## src/rtl/regfile_writeback_arbiter_if.sv

```systemverilog
// Writeback bus between the ALU/load producers, the issue stage and the register file write port.
// Defining WB_FORWARD_EN adds the decode-stage bypass address and hit/data signals.
interface regfile_writeback_arbiter_if #(
    parameter int XLEN = 32,
    parameter int NREG = 32,
    parameter int AW   = 5
);
    logic            alu_valid;
    logic [AW-1:0]   alu_rd;
    logic [XLEN-1:0] alu_data;
    logic            ld_valid;
    logic            ld_ready;
    logic [AW-1:0]   ld_rd;
    logic [XLEN-1:0] ld_data;
    logic            iss_valid;
    logic [AW-1:0]   iss_rd;
    logic [NREG-1:0] busy;
    logic            we;
    logic [AW-1:0]   wrAddr;
    logic [XLEN-1:0] wrData;
`ifdef WB_FORWARD_EN
    logic [AW-1:0]   fwd_addr1;
    logic [AW-1:0]   fwd_addr2;
    logic            fwd_hit1;
    logic            fwd_hit2;
    logic [XLEN-1:0] fwd_data1;
    logic [XLEN-1:0] fwd_data2;
`endif

    modport master (
        output alu_valid, alu_rd, alu_data, ld_valid, ld_rd, ld_data, iss_valid, iss_rd,
`ifdef WB_FORWARD_EN
        output fwd_addr1, fwd_addr2,
        input  fwd_hit1, fwd_hit2, fwd_data1, fwd_data2,
`endif
        input  ld_ready, busy, we, wrAddr, wrData
    );

    modport slave (
        input  alu_valid, alu_rd, alu_data, ld_valid, ld_rd, ld_data, iss_valid, iss_rd,
`ifdef WB_FORWARD_EN
        input  fwd_addr1, fwd_addr2,
        output fwd_hit1, fwd_hit2, fwd_data1, fwd_data2,
`endif
        output ld_ready, busy, we, wrAddr, wrData
    );
endinterface

```

## src/rtl/regfile_writeback_arbiter.sv

```systemverilog
// Writeback arbiter: ALU results beat queued load results onto the single register-file write port,
// and a pending-write scoreboard is kept for hazard detection. Optional bypass: WB_FORWARD_EN.
module regfile_writeback_arbiter #(
    parameter int XLEN     = 32,
    parameter int NREG     = 32,
    parameter int AW       = 5,
    parameter int LD_DEPTH = 2
) (
    input logic                      clk,
    input logic                      rst,
    regfile_writeback_arbiter_if.slave wb
);
    localparam int PW = (LD_DEPTH > 1) ? $clog2(LD_DEPTH) : 1;
    localparam int CW = PW + 1;

    typedef enum logic [1:0] {IDLE, SEL_ALU, SEL_LD} sel_e;

    logic [AW-1:0]   fifoRd   [LD_DEPTH];
    logic [XLEN-1:0] fifoData [LD_DEPTH];
    logic [PW-1:0]   rdPtr, wrPtr;
    logic [CW-1:0]   count;

    sel_e            sel;
    logic            push, pop, selWrite;
    logic [AW-1:0]   selRd;
    logic [XLEN-1:0] selData;
    logic [NREG-1:0] busyQ, busyNext;
    logic            weQ;
    logic [AW-1:0]   wrAddrQ;
    logic [XLEN-1:0] wrDataQ;

    assign wb.ld_ready = (count < CW'(LD_DEPTH));
    assign push        = wb.ld_valid && wb.ld_ready;
    assign pop         = (sel == SEL_LD);
    // x0 results are still consumed, they just never raise we or touch the scoreboard
    assign selWrite    = (sel != IDLE) && (selRd != '0);

    always_comb begin
        sel     = IDLE;
        selRd   = wb.alu_rd;
        selData = wb.alu_data;
        if (wb.alu_valid) begin
            sel = SEL_ALU;
        end else if (count != '0) begin
            sel     = SEL_LD;
            selRd   = fifoRd[rdPtr];
            selData = fifoData[rdPtr];
        end
    end

    // Clear before set so an issue landing on the same edge as the retiring write keeps the bit
    always_comb begin
        busyNext = busyQ;
        if (selWrite)
            busyNext[selRd] = 1'b0;
        if (wb.iss_valid && wb.iss_rd != '0)
            busyNext[wb.iss_rd] = 1'b1;
        busyNext[0] = 1'b0;
    end

    always_ff @(posedge clk) begin
        if (push) begin
            fifoRd[wrPtr]   <= wb.ld_rd;
            fifoData[wrPtr] <= wb.ld_data;
        end
    end

    always_ff @(posedge clk or posedge rst) begin
        if (rst) begin
            rdPtr   <= '0;
            wrPtr   <= '0;
            count   <= '0;
            busyQ   <= '0;
            weQ     <= 1'b0;
            wrAddrQ <= '0;
            wrDataQ <= '0;
        end else begin
            if (push)
                wrPtr <= wrPtr + 1'b1;
            if (pop)
                rdPtr <= rdPtr + 1'b1;
            case ({push, pop})
                2'b10:   count <= count + 1'b1;
                2'b01:   count <= count - 1'b1;
                default: count <= count;
            endcase
            busyQ <= busyNext;
            weQ   <= selWrite;
            if (sel != IDLE) begin
                wrAddrQ <= selRd;
                wrDataQ <= selData;
            end
        end
    end

    assign wb.busy   = busyQ;
    assign wb.we     = weQ;
    assign wb.wrAddr = wrAddrQ;
    assign wb.wrData = wrDataQ;

`ifdef WB_FORWARD_EN
    assign wb.fwd_hit1  = weQ && (wrAddrQ == wb.fwd_addr1) && (wb.fwd_addr1 != '0);
    assign wb.fwd_hit2  = weQ && (wrAddrQ == wb.fwd_addr2) && (wb.fwd_addr2 != '0);
    assign wb.fwd_data1 = wrDataQ;
    assign wb.fwd_data2 = wrDataQ;
`endif
endmodule

```

## src/flat_wrapper.sv

```systemverilog
// flat-port wrapper written by rule: the top's interface ports become plain ports
module regfile_writeback_arbiter_flat 
#(
    parameter int XLEN     = 32,
    parameter int NREG     = 32,
    parameter int AW       = 5,
    parameter int LD_DEPTH = 2
)
  (clk, rst, wb_alu_valid, wb_alu_rd, wb_alu_data, wb_ld_valid, wb_ld_rd, wb_ld_data, wb_iss_valid, wb_iss_rd, wb_ld_ready, wb_busy, wb_we, wb_wrAddr, wb_wrData);
  regfile_writeback_arbiter_if #(.XLEN(XLEN), .NREG(NREG), .AW(AW)) wb_i ();
  input logic clk;
  input logic rst;
  input wire logic [$bits(wb_i.alu_valid)-1:0] wb_alu_valid;
  input wire logic [$bits(wb_i.alu_rd)-1:0] wb_alu_rd;
  input wire logic [$bits(wb_i.alu_data)-1:0] wb_alu_data;
  input wire logic [$bits(wb_i.ld_valid)-1:0] wb_ld_valid;
  input wire logic [$bits(wb_i.ld_rd)-1:0] wb_ld_rd;
  input wire logic [$bits(wb_i.ld_data)-1:0] wb_ld_data;
  input wire logic [$bits(wb_i.iss_valid)-1:0] wb_iss_valid;
  input wire logic [$bits(wb_i.iss_rd)-1:0] wb_iss_rd;
  output wire logic [$bits(wb_i.ld_ready)-1:0] wb_ld_ready;
  output wire logic [$bits(wb_i.busy)-1:0] wb_busy;
  output wire logic [$bits(wb_i.we)-1:0] wb_we;
  output wire logic [$bits(wb_i.wrAddr)-1:0] wb_wrAddr;
  output wire logic [$bits(wb_i.wrData)-1:0] wb_wrData;
  assign wb_i.alu_valid = wb_alu_valid;
  assign wb_i.alu_rd = wb_alu_rd;
  assign wb_i.alu_data = wb_alu_data;
  assign wb_i.ld_valid = wb_ld_valid;
  assign wb_i.ld_rd = wb_ld_rd;
  assign wb_i.ld_data = wb_ld_data;
  assign wb_i.iss_valid = wb_iss_valid;
  assign wb_i.iss_rd = wb_iss_rd;
  assign wb_ld_ready = wb_i.ld_ready;
  assign wb_busy = wb_i.busy;
  assign wb_we = wb_i.we;
  assign wb_wrAddr = wb_i.wrAddr;
  assign wb_wrData = wb_i.wrData;
  regfile_writeback_arbiter #(.XLEN(XLEN), .NREG(NREG), .AW(AW), .LD_DEPTH(LD_DEPTH)) u_core (.clk(clk), .rst(rst), .wb(wb_i));
endmodule
```

## config.mk

```make
export PLATFORM = sky130hd
export DESIGN_NAME = regfile_writeback_arbiter_flat
export DESIGN_NICKNAME = d
export VERILOG_FILES = /design/src/rtl/regfile_writeback_arbiter_if.sv /design/src/rtl/regfile_writeback_arbiter.sv /design/src/flat_wrapper.sv
export SDC_FILE = /design/constraint.sdc
export NUM_CORES = 1
export LEC_CHECK = 0
export BUFFER_PORTS_ARGS = -buffer_cell sky130_fd_sc_hd__buf_2
export CELL_PAD_IN_SITES_DETAIL_PLACEMENT = 1
export CELL_PAD_IN_SITES_GLOBAL_PLACEMENT = 2
export CORE_AREA = 2 2 139 141
export CTS_CLUSTER_DIAMETER = 200
export DETAILED_ROUTE_END_ITERATION = 12
export DIE_AREA = 0 0 141 143
export GPL_TIMING_DRIVEN = 0
export PLACE_DENSITY_LB_ADDON = 0.1
export SETUP_SLACK_MARGIN = 0.5
export SLEW_MARGIN = 20
export SYNTH_ARGS = -nofsm -noshare
export SYNTH_HDL_FRONTEND = slang
export SYNTH_SLANG_ARGS = --single-unit
export TNS_END_PERCENT = 30
```

## constraint.sdc

```tcl
create_clock -name clk -period 3.2 [get_ports clk]
set_input_delay 0.96 -clock clk [delete_from_list [all_inputs] [get_ports clk]]
set_output_delay 0.96 -clock clk [all_outputs]
set_load 0.02 [all_outputs]
```

==> impl_metrics.yaml <==
run_status:
  status: "finished, final reports clean"
floorplanning:
  die-area_mm2: 0.0202
  initial_core_util_pct: 34.7
  fp-row-count: 50
  die_y_um: 143
  core_area_mm2: 0.0186
  die_x_um: 141
  ios: 155
global_routing:
  grt_max_degree: 55
  grt_pass1_wl_um: 27700
  overflow: 0
  grt_usage_pct: 18.0
  antenna_found_initial: 3
  grt_pass1_vias: 5106
synthesis:
  ys_seq_elements: 147
  yosysWarnings: 0
  synth_flop_cell: "edfxtp_1"
  syn_area_mm2: 0.00646
  synth_top_area_share_pct: 34.4
  synth_cell_types: 44
  async_reset_ff_share_pct: 49.7
  synthTopCellsByArea: "edfxtp_1 34%, dfrtp_1 28%, mux2i_1 5.9%, o21ai_0 3.1%, o22ai_1 3.0%"
  syn_nets: 600
  synth_edf_count: 74
  synth_top_area_cell: "edfxtp_1"
  synth.yosys.seq_area_share_pct: 62.7
  avgSynthCellArea_um2: 12.5
  synthCells: 515
worst_hold_path:
  hold_path.class: "in2async"
sta:
  period_minus_slack_ns: 2.15
  maxSlewViolCount: 0
  setup_ws_ns: 1.05
  rsz0062_at_grt: "false"
  clock_skew_ns: 0.0133
  fin_crit_sh_pct: 67.3
  fmax_mhz: 464
  hold_violations: 0
  relSlewSlack_pct: 55.0
  finalSetupViolations: 0
  worstMarginPinSlew_ns: 0.668
placement:
  gp_congestion: 0.757
  hpwlAfterDp_um: 13000
  io_buffers: 149
  post-place-ws_ns: 0.750
routing:
  postRouteAntennaNets: 0
  post_drt_wl_per_cell_um: 19.1
  wirelength_um: 17900
  drcViolationCount: 0
  drt_iter0_markers: 179
  num_vias: 4766
  via_per_inst: 5.10
  drtPass1Iterations: 4
clocking:
  path_clk_slew_ns: 0.07
  post_cts_buffers: 0
  tritoncts: "yes"
  post_cts_resized: 0
  cts_sinks: 147
  cts_buffers: 17
  clockRootBuffer: "clkbuf_16"
  clk_path_buf_depth: 2
  clkLatencyLatePin_ns: 0.43
  htreeDepth: 4
  cts-hold-fix-buffers: 0
cells_and_area:
  drive_gt1_share_pct: 32.8
  final_common_cell: "buf_2"
  final_cell_mix: "158 x buf_2, 74 x edfxtp_1, 73 x dfrtp_1"
  multi_input_area_mm2: 0.00210
  area.sequential_mm2: 0.00405
  areaGrowthSynthToFinish_pct: 27.4
  n_fill_cell: 1995
  nNetsFinal: 771
critical_path:
  rr_worst_depth: 7
  crit_path_start: "u_core.count[1]"
  endpoint_kind: "output pin"
  crit_type: "reg2out"
  critPathMaxFanout: 4
  endpoint: "wb_ld_ready"
  crit_path_start_kind: "register"
  timing.rr.end: "u_core.wb.busy[9]"
  crit_required_ns: 2.24
  r2r_slack_ns: 1.23
  r2r-start: "u_core.count[0]"
  critPathArrivalTime_ns: 1.19
flow_run:
  drv_cap: 0
power:
  vdd.ir_drop.worst_mv: 0.437
  total_power_uw: 7680
  power_density_mw_per_mm2: 934
  leakage_uw: 0.00352
-- area by class of cell --
class | count | area share (%)
Timing Repair Buffer | 152 | 9.98
Tap cell | 234 | 3.56
Clock inverter | 13 | 2.40
Sequential cell | 147 | 49.2
Multi-Input combinational cell | 319 | 25.5
Clock buffer | 19 | 5.39
Buffer | 29 | 2.89
Inverter | 20 | 0.974
Antenna cell | 1 | 0.0304
-- logic make-up after synthesis --
group / count (synthesis) / share of synthesized area, %
other cells: 1 / 0.0581
simple gates: 130 / 11.3
fa+ha+maj: 1 / 0.194
flops: 147 / 62.7
compound gates: 139 / 13.3
xor+xnor: 5 / 0.678
mux: 43 / 6.94
buf+inv: 49 / 4.88
-- power breakdown --
| part | switching [uW] | total [uW] | internal, uW |
|---|---|---|---|
| Clock | 838 | 2180 | 1340 |
| Sequential | 249 | 2810 | 2560 |
| Combinational | 1700 | 2700 | 994 |
| Total | 2790 | 7680 | 4890 |
-- critical path, cell delays in order, from the launching register on --
cell and delay [ns]:
dfrtp_1 0.44, inv_1 0.15, buf_2 0.19
-- Yosys cell counts, drive strengths merged (9+ instances only) --
cell     n
mux2i   38
inv     20
o21ai   40
nand2   44
dfrtp   73
buf     18
clkbuf  11
a22oi   17
a21oi   32
nor4     9
edfxtp  74
o22ai   31
nor2    40
a22o    16
-- state kept, by name (all words and copies together), names as in the netlist --
register,count
u_core.fifoData,64
u_core.wb.we,1
u_core.wrPtr,1
u_core.count,2
u_core.fifoRd,10
u_core.wb.wrData,32
u_core.rdPtr,1
u_core.wb.wrAddr,5
u_core.wb.busy,31
-- how the worst min path moves through the flow --
stage | depth (start not counted) | to | slack [ns]
CTS | 2 | u_core.wb.wrData[11] | 0.49
global placement | 2 | u_core.wb.wrAddr[1] | 0.47
detailed placement | 2 | u_core.wb.wrAddr[1] | 0.49
global route | 2 | u_core.wb.wrData[23] | 0.51
floorplan | 1 | u_core.wrPtr | 0.48
finish | 2 | u_core.wb.wrData[22] | 0.49
-- layer usage --
metal / share of wire, % / wire length (um) / global-route usage, %
met4: 1.7 / 306 / 6.84
met5: 0.045 / 8 / 0
met1: 43 / 7740 / 21.8
met3: 5.9 / 1050 / 5.33
met2: 49 / 8750 / 30.7
-- per-stage QoR --
stage               std cells  setup TNS, ns  area, um2  util (%)  hold slack [ns]
floorplan                 515              0       6460         -            0.479
global placement          898         -59.97       7500      40.4            0.469
detailed placement        901              0       7580      40.8            0.489
CTS                       933              0       8220      44.2            0.489
global route              933              0       8220      44.2            0.505
finish                    934              0       8220      44.3            0.492
No activity file was read; power rests on OpenSTA's default activity.
